<file path="src/rtl/button_pulse_gen_if.sv">
// Button front-end signal bundle: raw input and repeat enable in, clean strobe/level/count out.
interface button_pulse_gen_if;
    logic       btn_raw;
    logic       repeat_en;
    logic       btn_pulse;
    logic       btn_level;
    logic [7:0] press_cnt;

    // Driver side (stimulus or upstream logic)
    modport master (
        output btn_raw,
        output repeat_en,
        input  btn_pulse,
        input  btn_level,
        input  press_cnt
    );

    // Button conditioner side
    modport slave (
        input  btn_raw,
        input  repeat_en,
        output btn_pulse,
        output btn_level,
        output press_cnt
    );
endinterface

</file>
<file path="src/rtl/button_pulse_gen.sv">
// button_pulse_gen: synchronise and debounce a raw push button, emit one strobe per press
// plus optional auto-repeat strobes while held, and count accepted presses.
module button_pulse_gen #(
    parameter int unsigned SYNC_STAGES     = 2,
    parameter int unsigned DEBOUNCE_CYCLES = 1000000,
    parameter int unsigned REPEAT_DELAY    = 50000000,
    parameter int unsigned REPEAT_PERIOD   = 10000000,
    parameter bit          ACTIVE_LOW      = 1'b0
) (
    input logic               clk,
    input logic               rst_n,
    button_pulse_gen_if.slave bus
);

    localparam int unsigned DbW    = $clog2(DEBOUNCE_CYCLES);
    localparam int unsigned RepMax = (REPEAT_DELAY > REPEAT_PERIOD) ? REPEAT_DELAY
                                                                    : REPEAT_PERIOD;
    localparam int unsigned RepW   = (RepMax > 1) ? $clog2(RepMax) : 1;

    // The cycle that leaves IDLE/HELD already counts as the first stable sample, so the
    // debounce states finish when db_cnt reaches DEBOUNCE_CYCLES-2.
    localparam logic [DbW-1:0]  DbLast        = DbW'(DEBOUNCE_CYCLES - 2);
    localparam logic [RepW-1:0] RepDelayLast  = RepW'(REPEAT_DELAY - 1);
    localparam logic [RepW-1:0] RepPeriodLast = RepW'(REPEAT_PERIOD - 1);

    typedef enum logic [2:0] {
        StIdle,
        StPressDb,
        StHeld,
        StRepeat,
        StRelDb
    } state_e;

    logic [SYNC_STAGES-1:0] sync_q;
    logic                   btn_s;
    state_e                 state_q;
    logic [DbW-1:0]         db_cnt_q;
    logic [RepW-1:0]        rep_cnt_q;
    logic                   pulse_q;
    logic                   level_q;
    logic [7:0]             press_cnt_q;

    // Synchroniser chain, reset to the not-pressed raw level
    always_ff @(posedge clk or negedge rst_n) begin
        if (!rst_n) begin
            sync_q <= {SYNC_STAGES{ACTIVE_LOW}};
        end else begin
            sync_q <= {sync_q[SYNC_STAGES-2:0], bus.btn_raw};
        end
    end

    assign btn_s = sync_q[SYNC_STAGES-1] ^ ACTIVE_LOW;

    // Debounce / hold / repeat FSM with registered strobe, level and press counter
    always_ff @(posedge clk or negedge rst_n) begin
        if (!rst_n) begin
            state_q     <= StIdle;
            db_cnt_q    <= '0;
            rep_cnt_q   <= '0;
            pulse_q     <= 1'b0;
            level_q     <= 1'b0;
            press_cnt_q <= 8'd0;
        end else begin
            pulse_q <= 1'b0;
            unique case (state_q)
                StIdle: begin
                    if (btn_s) begin
                        state_q  <= StPressDb;
                        db_cnt_q <= '0;
                    end
                end
                StPressDb: begin
                    if (!btn_s) begin
                        state_q  <= StIdle;
                        db_cnt_q <= '0;
                    end else if (db_cnt_q == DbLast) begin
                        state_q     <= StHeld;
                        db_cnt_q    <= '0;
                        rep_cnt_q   <= '0;
                        pulse_q     <= 1'b1;
                        level_q     <= 1'b1;
                        press_cnt_q <= press_cnt_q + 8'd1;
                    end else begin
                        db_cnt_q <= db_cnt_q + 1'b1;
                    end
                end
                StHeld: begin
                    // Release is checked first so it wins over a coincident repeat compare
                    if (!btn_s) begin
                        state_q   <= StRelDb;
                        db_cnt_q  <= '0;
                        rep_cnt_q <= '0;
                    end else if (bus.repeat_en) begin
                        if (rep_cnt_q == RepDelayLast) begin
                            state_q   <= StRepeat;
                            rep_cnt_q <= '0;
                            pulse_q   <= 1'b1;
                        end else begin
                            rep_cnt_q <= rep_cnt_q + 1'b1;
                        end
                    end else begin
                        rep_cnt_q <= '0;
                    end
                end
                StRepeat: begin
                    if (!btn_s) begin
                        state_q   <= StRelDb;
                        db_cnt_q  <= '0;
                        rep_cnt_q <= '0;
                    end else if (!bus.repeat_en) begin
                        state_q   <= StHeld;
                        rep_cnt_q <= '0;
                    end else if (rep_cnt_q == RepPeriodLast) begin
                        rep_cnt_q <= '0;
                        pulse_q   <= 1'b1;
                    end else begin
                        rep_cnt_q <= rep_cnt_q + 1'b1;
                    end
                end
                StRelDb: begin
                    if (btn_s) begin
                        state_q   <= StHeld;
                        db_cnt_q  <= '0;
                        rep_cnt_q <= '0;
                    end else if (db_cnt_q == DbLast) begin
                        state_q  <= StIdle;
                        db_cnt_q <= '0;
                        level_q  <= 1'b0;
                    end else begin
                        db_cnt_q <= db_cnt_q + 1'b1;
                    end
                end
                default: begin
                    state_q <= StIdle;
                end
            endcase
        end
    end

    assign bus.btn_pulse = pulse_q;
    assign bus.btn_level = level_q;
    assign bus.press_cnt = press_cnt_q;

endmodule

</file>
<file path="src/flat_wrapper.sv">
// flat-port wrapper written by rule: the top's interface ports become plain ports
module button_pulse_gen_flat 
#(
    parameter int unsigned SYNC_STAGES     = 2,
    parameter int unsigned DEBOUNCE_CYCLES = 1000000,
    parameter int unsigned REPEAT_DELAY    = 50000000,
    parameter int unsigned REPEAT_PERIOD   = 10000000,
    parameter bit          ACTIVE_LOW      = 1'b0
)
  (clk, rst_n, bus_btn_raw, bus_repeat_en, bus_btn_pulse, bus_btn_level, bus_press_cnt);
  button_pulse_gen_if bus_i ();
  input logic clk;
  input logic rst_n;
  input wire logic [$bits(bus_i.btn_raw)-1:0] bus_btn_raw;
  input wire logic [$bits(bus_i.repeat_en)-1:0] bus_repeat_en;
  output wire logic [$bits(bus_i.btn_pulse)-1:0] bus_btn_pulse;
  output wire logic [$bits(bus_i.btn_level)-1:0] bus_btn_level;
  output wire logic [$bits(bus_i.press_cnt)-1:0] bus_press_cnt;
  assign bus_i.btn_raw = bus_btn_raw;
  assign bus_i.repeat_en = bus_repeat_en;
  assign bus_btn_pulse = bus_i.btn_pulse;
  assign bus_btn_level = bus_i.btn_level;
  assign bus_press_cnt = bus_i.press_cnt;
  button_pulse_gen #(.SYNC_STAGES(SYNC_STAGES), .DEBOUNCE_CYCLES(DEBOUNCE_CYCLES), .REPEAT_DELAY(REPEAT_DELAY), .REPEAT_PERIOD(REPEAT_PERIOD), .ACTIVE_LOW(ACTIVE_LOW)) u_core (.clk(clk), .rst_n(rst_n), .bus(bus_i));
endmodule
</file>
<file path="config.mk">
export PLATFORM = sky130hd
export DESIGN_NAME = button_pulse_gen_flat
export DESIGN_NICKNAME = d
export VERILOG_FILES = /design/src/rtl/button_pulse_gen_if.sv /design/src/rtl/button_pulse_gen.sv /design/src/flat_wrapper.sv
export SDC_FILE = /design/constraint.sdc
export NUM_CORES = 1
export LEC_CHECK = 0
export ABC_AREA = 1
export BUFFER_PORTS_ARGS = -buffer_cell sky130_fd_sc_hd__clkbuf_2
export CAP_MARGIN = 20
export CORE_MARGIN = 5
export CORE_UTILIZATION = 35
export CTS_BUF_LIST = sky130_fd_sc_hd__clkbuf_4
export CTS_CLUSTER_SIZE = 40
export DETAILED_ROUTE_END_ITERATION = 10
export SLEW_MARGIN = 20
export SYNTH_ARGS = -nofsm -noshare
export SYNTH_HDL_FRONTEND = slang
export SYNTH_SLANG_ARGS = --single-unit
export TNS_END_PERCENT = 30
</file>
<file path="constraint.sdc">
create_clock -name clk -period 2.1 [get_ports clk]
set_input_delay 0.42 -clock clk [delete_from_list [all_inputs] [get_ports clk]]
set_output_delay 0.42 -clock clk [all_outputs]
set_load 0.02 [all_outputs]
</file>
After elaboration in Yosys (flattened, before gate mapping)
Index checks and enable logic that the tools add are counted.

Eq/ne operators: 19. Mux-type cells: 41. Add/sub/neg operators: 3. Reduce and logical (&&, ||, !) cells: 10.

Operators by type and width (count): $mux W26 (9); $pmux W26 S4 (1); $mux W20 (5); $pmux W20 S4 (1); $mux W3 (10); $add A26 B1 Y26 const B (1); $eq A26 B24 Y1 const B (1); $eq A26 B26 Y1 const B (1); $add A20 B1 Y20 const B (1); $eq A20 B20 Y1 const B (1); $pmux W3 S5 (1); $mux W1 (12); $ne A3 B3 Y1 const B (4); $ne A2 B1 Y1 const B (5); $add A8 B1 Y8 const B (1); $reduce_bool A4 Y1 (2); $eq A3 B2 Y1 const B (2); $reduce_and A3 Y1 (2); $reduce_and A6 Y1 (1); $reduce_and A5 Y1 (1); $ne A2 B2 Y1 const B (2); $reduce_and A4 Y1 (1); $eq A3 B1 Y1 const B (1); $eq A3 B3 Y1 const B (1); 6 further kinds (6).

Output and inout port bits: 10. Register bits: 61.

Logic depth before layout (Yosys ltp)
Gate-level depths: netlist (run 1).

Word-level depth: 5. Gate-level depth with buffers: 14. Gate-level depth less buffers: 12.

Worst setup path before layout (run 1)
Ideal clock, no wire load.

Kind: register to register. Start point: reg u_core.rep_cnt_q[0]. End point: reg u_core.rep_cnt_q[22]. Data arrival time: 1.536 ns. Period minus slack after synthesis: 1.649 ns. Data required time: 1.987 ns. Stages on the path, launching flop included: 14. Path buffers: 1. Slack: 0.451 ns. Library setup time: 0.113 ns. Cell sequence: dfrtp_1 > ha_1 > nand2_1 > nor2_1 > nand3_1 > nor2_1 > nand2_1 > nand2_1 > nand2_2 > buf_6 > nand2_1 > nand2_1 > nand2_1 > inv_1.

Longest elaborated chain between the ends: 5. Elaborated cells between the ends (all ways): 10. Classes of those cells: add/sub: 1; eq/ne: 2; mux: 7.

RTL lines: start, declared (line button_pulse_gen.sv:38) `logic [RepW-1:0] rep_cnt_q;`; start signal, assigned (line button_pulse_gen.sv:99) `rep_cnt_q <= rep_cnt_q + 1'b1;`; start signal, assigned (line button_pulse_gen.sv:117) `rep_cnt_q <= rep_cnt_q + 1'b1;`; $add A26 B1 Y26, or another cell as far along (line button_pulse_gen.sv:99, button_pulse_gen.sv:117); $mux W26, on equally long branches (line button_pulse_gen.sv:113, button_pulse_gen.sv:94); $mux W26, on equally long branches (line button_pulse_gen.sv:110, button_pulse_gen.sv:93); $mux W26, on equally long branches (line button_pulse_gen.sv:106, button_pulse_gen.sv:89); $pmux W26 S4 (*) (line button_pulse_gen.sv:65) `unique case (state_q)`.

Every way passes the cells marked *; elsewhere a longest branch is shown, timed or not. A chain may end at the register's enable or synchronous reset.

Final worst setup path (run 1)
Start point: reg u_core.rep_cnt_q[9]. End point: reg u_core.rep_cnt_q[23].

The elaborated chain is that of the path after synthesis.

==> impl_summary.log, run 1 <==
[metrics] post-DP HPWL: 9260 microns
[metrics] Hold/Removal Path Class: primary input to flip-flop
[metrics] number of nets produced by synthesis: 691
[metrics] end of the worst register-to-register path: u_core.rep_cnt_q[23]
[metrics] fin. max-slew vios: 0
[metrics] Worst Setup Path Type: flip-flop to flip-flop
[metrics] maximum resistive drop on vdd: 0.000366 V
[metrics] worst relative slew slack: 72.1%
[metrics] cell depth of the worst hold path: 1
[metrics] first-iteration detailed-routing DRC count: 262
[metrics] syn avg cell area: 6.49 sq um
[metrics] clock transition at the register clock pins on the worst setup and hold paths after CTS: 0.11 ns
[metrics] number of setup buffers added after CTS: 0
[metrics] via count of the first global-routing pass: 4,313
[metrics] area of the mapped netlist: 4430 sq um
[metrics] setup slack of the worst register-to-register path: 0.12 ns
[metrics] height of the chip: 123 microns
[metrics] top-count cell post-synth: sky130_fd_sc_hd__nand2_1
[metrics] worst hold slack across all endpoints: 0.105 ns
[metrics] Die Wd: 123 microns
[metrics] clock tree from TritonCTS: built
[metrics] Yosys warning total: 0
[metrics] initial antenna violation count: 0
[metrics] all-layer global routing usage: 17.6%
[metrics] diode insertion count for antenna repair: 0
[metrics] Final Critical Period: 1.98 ns
[metrics] sequential share of the synthesized area: 34.5%
[metrics] First-pass DRT Iterations: 5
[metrics] Detail Route Antenna Nets: 0
[metrics] cell types with the highest counts after synthesis: sky130_fd_sc_hd__nand2_1 (187), sky130_fd_sc_hd__nor2_1 (119), sky130_fd_sc_hd__inv_1 (81)
[metrics] outcome: completed
[metrics] Finished Cell Area: 4870 sq um
[metrics] average wire per cell in the routed design: 14.1 microns
[metrics] Clock H-tree levels: 3
[metrics] cell type with the largest total area after synthesis: sky130_fd_sc_hd__dfrtp_1
[metrics] number of enable flip-flop cells after synthesis: 0
[metrics] Worst setup SP type: flip-flop
[metrics] core area: 12,500 sq um
[metrics] cell types occupying the most area after synthesis: sky130_fd_sc_hd__dfrtp_1 (34%), sky130_fd_sc_hd__nand2_1 (16%), sky130_fd_sc_hd__nor2_1 (10%)
[metrics] depth of the worst register-to-register path: 9
[metrics] crit path from: u_core.rep_cnt_q[9]
[metrics] achievable frequency: 0.504 GHz
[metrics] floorplan row count: 41
[metrics] Final setup violation count: 0
[metrics] Buffers on Ports: 13
[metrics] final worst clock skew: 0.0202 ns
[metrics] #FFs+latches synth: 61
[metrics] DRC errors left: 0
[metrics] Min-Delay Startpoint: bus_btn_raw
[metrics] setup slack of the critical path after layout: 0.117 ns
[metrics] static leakage: 0.00230 uW
[metrics] Max Cap Violations: 0
[metrics] gate count after technology mapping: 683
[metrics] Layout area overhead: 10.0%
[metrics] initial core utilization: 35.4%
[metrics] post-layout power: 3560 uW
[metrics] Reg-to-Reg Start: u_core.rep_cnt_q[9]
[metrics] largest net degree at the start of global routing: 47
[metrics] portion of the clock cycle consumed by the worst path in the final layout: 94.4%
[metrics] number of fill cells in the layout: 1,375
[metrics] Sequential cell area: 1530 sq um
[metrics] largest fanout of any net on the critical path: 8
[metrics] Final #Nets: 713
[metrics] maximum root-to-sink buffer count: 2
[metrics] footprint of the multi-input gates: 2460 sq um
[metrics] category of the worst setup path capture point: flip-flop
[metrics] setup repair after global routing missed its margin: no
[metrics] most used flip-flop cell after synthesis: sky130_fd_sc_hd__dfrtp_1
[metrics] CTS root buffer: sky130_fd_sc_hd__clkbuf_4
[metrics] TNS Setup: 0 ns
[metrics] Least-Margin Pin Slew: 0.419 ns
[metrics] number of distinct library cells after synthesis: 37
[metrics] source-to-sink clock delay at the later pin of the worst-skew pair: 0.43 ns
[metrics] clock buffer count from CTS: 9
[metrics] final number of hold-violating endpoints: 0
[metrics] final global-route overflow total: 0
[metrics] area of placed instances: 4720 sq um
[metrics] post-placement setup slack: 0.104 ns
[metrics] layout cell share with drive strength beyond 1: 11.8%
[metrics] share of synthesized flip-flops with an asynchronous set or reset: 100%
[metrics] area share of the largest cell type after synthesis: 34.5%
[metrics] Hold Crit Endpoint: u_core.sync_q[0]
[metrics] Num Clock Sinks: 61
[metrics] Critical Path RT: 2.42 ns
[metrics] power density over the cells: 731 nW/um^2
[metrics] arrival time of the worst setup path: 2.30 ns
[metrics] die area: 15,000 sq um
[metrics] number of top-level design ports: 14
[metrics] first-pass GRT wire length: 21,100 microns
[metrics] via count normalized by instance count: 5.08
[metrics] total number of vias: 4,478
[metrics] Final Routed Wirelength: 12,400 microns
[metrics] final weighted congestion of routability-driven global placement: 0.927
-- critical path, cell delays in order, from the launching register on --
cell and delay (ns):
sky130_fd_sc_hd__dfrtp_1 0.57, sky130_fd_sc_hd__nand2_1 0.21, sky130_fd_sc_hd__nor2_1 0.27, sky130_fd_sc_hd__nand3_1 0.27, sky130_fd_sc_hd__nor2_1 0.26, sky130_fd_sc_hd__a21oi_1 0.09
sky130_fd_sc_hd__nand2_1 0.07, sky130_fd_sc_hd__nand2_1 0.05, sky130_fd_sc_hd__nand2_1 0.06, sky130_fd_sc_hd__inv_1 0.03
-- power breakdown --
group	switching [uW]	internal, uW
clock network	455	364
registers	74.8	1240
logic	1050	379
-- kinds of logic after synthesis --
logic type / synth area share, %
AOI/OAI and AO/OA: 6.52
xor gates and xnor gates: 2.97
adders and majority gates: 1.13
buffers and inverters: 10.4
DFF: 34.5
and+or+nand+nor: 44.5
-- how the worst max path moves through the flow --
stage / to / slack (ns)
after global routing: u_core.db_cnt_q[11] / 0.02
after CTS: u_core.db_cnt_q[2] / 0.09
after floorplan: u_core.rep_cnt_q[22] / 0.45
after global placement: u_core.db_cnt_q[2] / 0.09
after detailed placement: u_core.db_cnt_q[2] / 0.10
final: u_core.rep_cnt_q[23] / 0.12
-- cells in the final DEF, fill, tap and decap left out, types with 2 or more instances in the layout --
cell type,count
sky130_fd_sc_hd__o21ai_1,9
sky130_fd_sc_hd__nor2_1,116
sky130_fd_sc_hd__clkbuf_2,12
sky130_fd_sc_hd__nand3_1,62
sky130_fd_sc_hd__a21oi_1,15
sky130_fd_sc_hd__nor2_4,3
sky130_fd_sc_hd__dfrtp_1,60
sky130_fd_sc_hd__nand4_1,39
sky130_fd_sc_hd__nand3_2,2
sky130_fd_sc_hd__o211ai_1,2
sky130_fd_sc_hd__inv_1,80
sky130_fd_sc_hd__nor2_2,10
sky130_fd_sc_hd__inv_2,7
sky130_fd_sc_hd__nor3_1,11
sky130_fd_sc_hd__nand2_1,187
sky130_fd_sc_hd__buf_4,14
sky130_fd_sc_hd__xor2_1,9
sky130_fd_sc_hd__nand2_4,4
sky130_fd_sc_hd__o21ai_2,2
sky130_fd_sc_hd__nand2_2,6
sky130_fd_sc_hd__nor4_1,2
sky130_fd_sc_hd__xnor2_1,6
sky130_fd_sc_hd__o21ai_0,14
sky130_fd_sc_hd__nand3b_1,2
sky130_fd_sc_hd__clkinv_2,2
sky130_fd_sc_hd__o22ai_1,2
sky130_fd_sc_hd__inv_4,2
sky130_fd_sc_hd__ha_1,3
sky130_fd_sc_hd__clkbuf_4,10
-- sequential cells by signal (all words and copies together) (netlist names) --
register and count:
u_core.db_cnt_q 20, u_core.bus.btn_pulse 1, u_core.rep_cnt_q 26, u_core.bus.btn_level 1, u_core.bus.press_cnt 8, u_core.sync_q 2
u_core.state_q 3
-- repair_timing --
item	CTS	global route
gates resized for setup	0	7
endpoints found under the hold margin	15	0
hold buffers	1	0
endpoints found under the setup margin	0	35
-- final cells by class --
type,instances,area share (%)
multi-input combinational,514,50.4
sequential,61,31.3
inverter,90,7.11
tap,172,4.42
timing repair buffer,29,4.11
clock buffer,10,1.54
clock inverter,5,1.08
-- metal layers --
metal  up-vias  wire (microns)  track usage (%)
li1       2238               -                -
met1      2063            6020             25.3
met2       155            5370             26.5
met3        22             747             2.63
met4         0             248             7.28
met5         -               0                0
-- through the flow --
stage               std cells  util, %
CTS                       881     38.8
detailed placement        865     37.7
global route              881     38.9
finish                    881     38.9
global placement          865     37.7
floorplan                 683        -
No activity file was read; power rests on OpenSTA's default activity.
==> inputs of run 2 (changes only) <==
--- a/config.mk
+++ b/config.mk
@@ -8,7 +8,7 @@
 export ABC_AREA = 1
 export BUFFER_PORTS_ARGS = -buffer_cell sky130_fd_sc_hd__clkbuf_2
 export CAP_MARGIN = 20
-export CORE_MARGIN = 5
+export CORE_MARGIN = 2
 export CORE_UTILIZATION = 35
 export CTS_BUF_LIST = sky130_fd_sc_hd__clkbuf_4
 export CTS_CLUSTER_SIZE = 40
==> impl_summary.log, run 2 (synthesis results as in run 1) <==
[metrics] outcome: completed
[metrics] Reg-to-Reg Start: u_core.rep_cnt_q[0]
[metrics] initial core utilization: 35.5%
[metrics] Detail Route Antenna Nets: 0
[metrics] fin. max-slew vios: 0
[metrics] Final Critical Period: 1.91 ns
[metrics] final weighted congestion of routability-driven global placement: 0.931
[metrics] worst relative slew slack: 67.4%
[metrics] setup repair after global routing missed its margin: no
[metrics] category of the worst setup path capture point: flip-flop
[metrics] First-pass DRT Iterations: 5
[metrics] Hold/Removal Path Class: primary input to flip-flop
[metrics] DRC errors left: 0
[metrics] floorplan row count: 41
[metrics] number of flip-flops in the largest register: 26
[metrics] Max Cap Violations: 0
[metrics] first-pass GRT wire length: 20,200 microns
[metrics] all-layer global routing usage: 19.1%
[metrics] Num Clock Sinks: 61
[metrics] Critical Path RT: 2.44 ns
[metrics] most common cell after layout, fill and taps aside: sky130_fd_sc_hd__nand2_1
[metrics] largest fanout of any net on the critical path: 15
[metrics] Least-Margin Pin Slew: 0.489 ns
[metrics] clock buffer count from CTS: 9
[metrics] average wire per cell in the routed design: 13.8 microns
[metrics] layout cell share with drive strength beyond 1: 11.4%
[metrics] Worst Setup Path Type: flip-flop to flip-flop
[metrics] achievable frequency: 0.523 GHz
[metrics] Layout area overhead: 10.6%
[metrics] number of fill cells in the layout: 1,350
[metrics] footprint of the multi-input gates: 2450 sq um
[metrics] number of top-level design ports: 14
[metrics] depth of the worst register-to-register path: 12
[metrics] via count of the first global-routing pass: 4,173
[metrics] static leakage: 0.00232 uW
[metrics] Final setup violation count: 0
[metrics] Sequential cell area: 1530 sq um
[metrics] die area: 13,600 sq um
[metrics] power density over the cells: 755 nW/um^2
[metrics] Buffers on Ports: 13
[metrics] most frequent cells in the layout: sky130_fd_sc_hd__nand2_1 (187), sky130_fd_sc_hd__nor2_1 (119), sky130_fd_sc_hd__inv_1 (81)
[metrics] Final #Nets: 714
[metrics] Worst setup SP type: flip-flop
[metrics] first-iteration detailed-routing DRC count: 294
[metrics] post-route non-filler standard cell count: 882
[metrics] clock tree from TritonCTS: built
[metrics] largest net degree at the start of global routing: 46
[metrics] portion of the clock cycle consumed by the worst path in the final layout: 91.0%
[metrics] diode insertion count for antenna repair: 0
[metrics] Die Wd: 117 microns
[metrics] cell depth of the worst hold path: 1
[metrics] CTS root buffer: sky130_fd_sc_hd__clkbuf_4
[metrics] final global-route overflow total: 0
[metrics] clock transition at the register clock pins on the worst setup and hold paths after CTS: 0.11 ns
[metrics] TNS Setup: 0 ns
[metrics] maximum resistive drop on vdd: 0.000380 V
[metrics] core area: 12,500 sq um
[metrics] source-to-sink clock delay at the later pin of the worst-skew pair: 0.43 ns
[metrics] number of placed instances with taps included: 866
[metrics] Min-Delay Startpoint: bus_btn_raw
[metrics] via count normalized by instance count: 5.00
[metrics] setup slack of the worst register-to-register path: 0.19 ns
[metrics] arrival time of the worst setup path: 2.25 ns
[metrics] initial antenna violation count: 0
[metrics] register with the most flip-flops: u_core.rep_cnt_q
[metrics] total number of vias: 4,412
[metrics] post-layout power: 3700 uW
[metrics] Clock H-tree levels: 3
[metrics] end of the worst register-to-register path: u_core.rep_cnt_q[23]
[metrics] Hold Crit Endpoint: u_core.sync_q[0]
[metrics] maximum root-to-sink buffer count: 2
[metrics] height of the chip: 117 microns
[metrics] post-DP HPWL: 9060 microns
[metrics] Final Routed Wirelength: 12,200 microns
[metrics] final number of hold-violating endpoints: 0
[metrics] final worst clock skew: 0.0100 ns
[run 2: cell types whose count changed in the layout (fill, tap and decap cells not counted), sizes merged]
cell,previous run,this run
clkinv,4,3
buf,16,17
clkbuf,22,21
bufinv,1,2
inv,89,90
[run 2: what timing repair did]
item,CTS,global route
setup endpoints to repair,0,14
hold buffers,1,0
endpoints found under the hold margin,16,0
buffers inserted,0,0
gates resized for setup,0,3
[run 2: metrics by stage]
stage / hold WS [ns] / setup WS (ns) / utilization, % / area [sq um]
after global placement: 0.337 / 0.171 / 37.9 / 4720
final: 0.0976 / 0.188 / 39.3 / 4900
after CTS: 0.0826 / 0.125 / 39.2 / 4890
after detailed placement: 0.335 / 0.141 / 37.9 / 4720
after floorplan: 0.124 / 0.451 / - / 4430
after global routing: 0.0609 / 0.0249 / 39.3 / 4900
[run 2: worst max-delay path: stages, from the launching register on]
cell and delay (ns):
sky130_fd_sc_hd__dfrtp_2 0.42, sky130_fd_sc_hd__ha_1 0.24, sky130_fd_sc_hd__nand2_1 0.12, sky130_fd_sc_hd__inv_1 0.06, sky130_fd_sc_hd__nand2_1 0.09, sky130_fd_sc_hd__nor2_2 0.18
sky130_fd_sc_hd__nand3_1 0.16, sky130_fd_sc_hd__nand2_1 0.14, sky130_fd_sc_hd__nand2_4 0.15, sky130_fd_sc_hd__nand2_1 0.10, sky130_fd_sc_hd__nand2_1 0.06, sky130_fd_sc_hd__nand2_1 0.06
sky130_fd_sc_hd__inv_1 0.04
[run 2: metal layers]
metal | share of wire, % | global-route usage, % | vias up
li1 | - | - | 2231
met1 | 47 | 25.2 | 2061
met2 | 47 | 31.2 | 100
met3 | 4.0 | 3.74 | 20
met4 | 1.8 | 6.83 | 0
met5 | 0 | 0 | -
[run 2: power by group]
group | switching, uW | internal, uW
Sequential | 90.5 | 1240
Combinational | 1040 | 378
Clock | 484 | 476
Total | 1610 | 2090
[run 2: cell type report]
class	count	area share (%)
Clock buffer	9	1.38
Tap cell	172	4.39
Sequential cell	61	31.2
Multi-Input combinational cell	514	50.0
Inverter	90	7.00
Timing Repair Buffer	30	4.24
Clock inverter	6	1.81
[run 2: worst max-delay path by stage]
stage | from | to | slack (ns) | cells after the start
3_5_place_dp | u_core.rep_cnt_q[0] | u_core.rep_cnt_q[23] | 0.14 | 12
3_3_place_gp | u_core.rep_cnt_q[0] | u_core.rep_cnt_q[22] | 0.17 | 12
6_report | u_core.rep_cnt_q[0] | u_core.rep_cnt_q[23] | 0.19 | 12
4_1_cts | u_core.rep_cnt_q[0] | u_core.rep_cnt_q[23] | 0.12 | 12
2_1_floorplan | u_core.rep_cnt_q[0] | u_core.rep_cnt_q[22] | 0.45 | 13
5_1_grt | u_core.rep_cnt_q[0] | u_core.rep_cnt_q[24] | 0.02 | 12
==> inputs of run 3 (changes only) <==
--- a/config.mk
+++ b/config.mk
@@ -13,6 +13,7 @@
 export CTS_BUF_LIST = sky130_fd_sc_hd__clkbuf_4
 export CTS_CLUSTER_SIZE = 40
 export DETAILED_ROUTE_END_ITERATION = 10
+export REMOVE_ABC_BUFFERS = 1
 export SLEW_MARGIN = 20
 export SYNTH_ARGS = -nofsm -noshare
 export SYNTH_HDL_FRONTEND = slang
==> impl_summary.log, run 3 (synthesis results as in run 1) <==
[metrics] outcome: completed
[metrics] Clock H-tree levels: 3
[metrics] depth of the worst register-to-register path: 9
[metrics] achievable frequency: 0.503 GHz
[metrics] floorplan row count: 41
[metrics] worst hold slack across all endpoints: 0.0978 ns
[metrics] worst relative slew slack: 66.3%
[metrics] clock tree from TritonCTS: built
[metrics] first-pass GRT wire length: 20,100 microns
[metrics] source-to-sink clock delay at the later pin of the worst-skew pair: 0.43 ns
[metrics] core area: 12,500 sq um
[metrics] grt met3 use: 2.54%
[metrics] initial antenna violation count: 0
[metrics] Num Clock Sinks: 61
[metrics] largest fanout of any net on the critical path: 11
[metrics] routing usage on met2: 28.5%
[metrics] initial core utilization: 35.5%
[metrics] final number of hold-violating endpoints: 0
[metrics] CTS root buffer: sky130_fd_sc_hd__clkbuf_4
[metrics] register with the most flip-flops: u_core.rep_cnt_q
[metrics] Worst setup SP type: flip-flop
[metrics] Least-Margin Pin Slew: 0.506 ns
[metrics] via count of the first global-routing pass: 4,136
[metrics] number of top-level design ports: 14
[metrics] Min-Delay Startpoint: bus_btn_raw
[metrics] first-iteration detailed-routing DRC count: 278
[metrics] setup repair after global routing missed its margin: no
[metrics] Layout area overhead: 9.88%
[metrics] number of flip-flops in the largest register: 26
[metrics] Max Cap Violations: 0
[metrics] final global-route overflow total: 0
[metrics] height of the chip: 117 microns
[metrics] Die Wd: 117 microns
[metrics] die area: 13,600 sq um
[metrics] total number of vias: 4,444
[metrics] power density over the cells: 757 nW/um^2
[metrics] layout cell share with drive strength beyond 1: 11.0%
[metrics] First-pass DRT Iterations: 5
[metrics] Worst Setup Path Type: flip-flop to flip-flop
[metrics] largest net degree at the start of global routing: 43
[metrics] Detail Route Antenna Nets: 0
[metrics] most common cell after layout, fill and taps aside: sky130_fd_sc_hd__nand2_1
[metrics] Final Routed Wirelength: 11,900 microns
[metrics] most frequent cells in the layout: sky130_fd_sc_hd__nand2_1 (187), sky130_fd_sc_hd__nor2_1 (118), sky130_fd_sc_hd__inv_1 (80)
[metrics] clock buffer count from CTS: 9
[metrics] DRC errors left: 0
[metrics] post-DP HPWL: 8760 microns
[metrics] via count normalized by instance count: 5.06
[metrics] final worst clock skew: 0.0132 ns
[metrics] Final #Nets: 709
[metrics] Final setup violation count: 0
[metrics] global-route track usage on met1: 26.8%
[metrics] maximum resistive drop on vdd: 0.000359 V
[metrics] static leakage: 0.00227 uW
[metrics] Final Critical Period: 1.99 ns
[metrics] Hold/Removal Path Class: primary input to flip-flop
[metrics] all-layer global routing usage: 18.7%
[metrics] diode insertion count for antenna repair: 0
[metrics] clock transition at the register clock pins on the worst setup and hold paths after CTS: 0.12 ns
[metrics] Reg-to-Reg Start: u_core.db_cnt_q[0]
[metrics] TNS Setup: 0 ns
[metrics] Critical Path RT: 2.42 ns
[metrics] portion of the clock cycle consumed by the worst path in the final layout: 94.6%
[metrics] number of setup buffers added after CTS: 0
[metrics] Most Used Layer, Global Route: met2
[metrics] average wire per cell in the routed design: 13.5 microns
[metrics] Buffers on Ports: 13
[metrics] cell depth of the worst hold path: 1
[metrics] fin. max-slew vios: 0
[metrics] final weighted congestion of routability-driven global placement: 0.966
[metrics] crit path from: u_core.db_cnt_q[0]
[metrics] category of the worst setup path capture point: flip-flop
[metrics] number of fill cells in the layout: 1,335
[metrics] maximum root-to-sink buffer count: 2
[metrics] arrival time of the worst setup path: 2.31 ns
-- run 3: routing by layer --
| layer | up-vias | part of all wire [%] |
|---|---|---|
| met5 | - | 0 |
| met4 | 0 | 2.0 |
| met3 | 18 | 4.1 |
| met2 | 99 | 45 |
| met1 | 2098 | 49 |
| li1 | 2229 | - |
-- run 3: where the power goes --
group	internal (uW)	total [uW]	switching [uW]
logic	367	1400	1030
registers	1240	1320	86.7
clock network	474	967	493
total	2080	3690	1610
-- run 3: metrics by stage --
stage | worst slack (ns) | std cells | instance area [sq um] | utilization, % | power (uW)
5_1_grt | 0.0134 | 878 | 4870 | 39.1 | 3940
2_1_floorplan | 0.402 | 665 | 4310 | - | 2250
3_3_place_gp | 0.0169 | 861 | 4690 | 37.6 | 2710
3_5_place_dp | 0.0107 | 861 | 4690 | 37.6 | 2710
4_1_cts | 0.128 | 878 | 4860 | 39.0 | 3710
6_report | 0.114 | 878 | 4870 | 39.1 | 3690
-- run 3: final cells by class --
| type | count | area (sq um) | area share [%] |
|---|---|---|---|
| clock buffers | 9 | 67.6 | 1.39 |
| multi-input cells | 514 | 2450 | 50.3 |
| repair buffers | 25 | 170 | 3.50 |
| clock inverters | 7 | 90.1 | 1.85 |
| well taps | 172 | 215 | 4.42 |
| flip-flops and latches | 61 | 1530 | 31.4 |
| inverters | 90 | 347 | 7.12 |
-- run 3: path summary, 6_finish.rpt --
kind,end,slack (ns)
setup / recovery,u_core.db_cnt_q[5],0.11
hold / removal,u_core.sync_q[0],0.1
setup reg to reg,u_core.db_cnt_q[5],0.11
hold reg to reg,u_core.sync_q[1],0.36
max in group asynchronous,u_core.state_q[2],1.00
min in group asynchronous,u_core.rep_cnt_q[2],0.48
-- run 3: critical path: stages (launching register included) --
cell and delay [ns]:
sky130_fd_sc_hd__dfrtp_1 0.40, sky130_fd_sc_hd__inv_1 0.11, sky130_fd_sc_hd__ha_1 0.21, sky130_fd_sc_hd__nand3_1 0.09
sky130_fd_sc_hd__nor2_1 0.14, sky130_fd_sc_hd__nand3_1 0.24, sky130_fd_sc_hd__nand2_1 0.20, sky130_fd_sc_hd__nand2_2 0.15
sky130_fd_sc_hd__clkinvlp_4 0.24, sky130_fd_sc_hd__nor2_1 0.08
-- run 3: what timing repair did --
action / CTS / global route
resized for setup: 1 / 4
setup endpoints to repair: 5 / 17
hold endpoints to repair: 19 / 0
hold buffers: 1 / 0
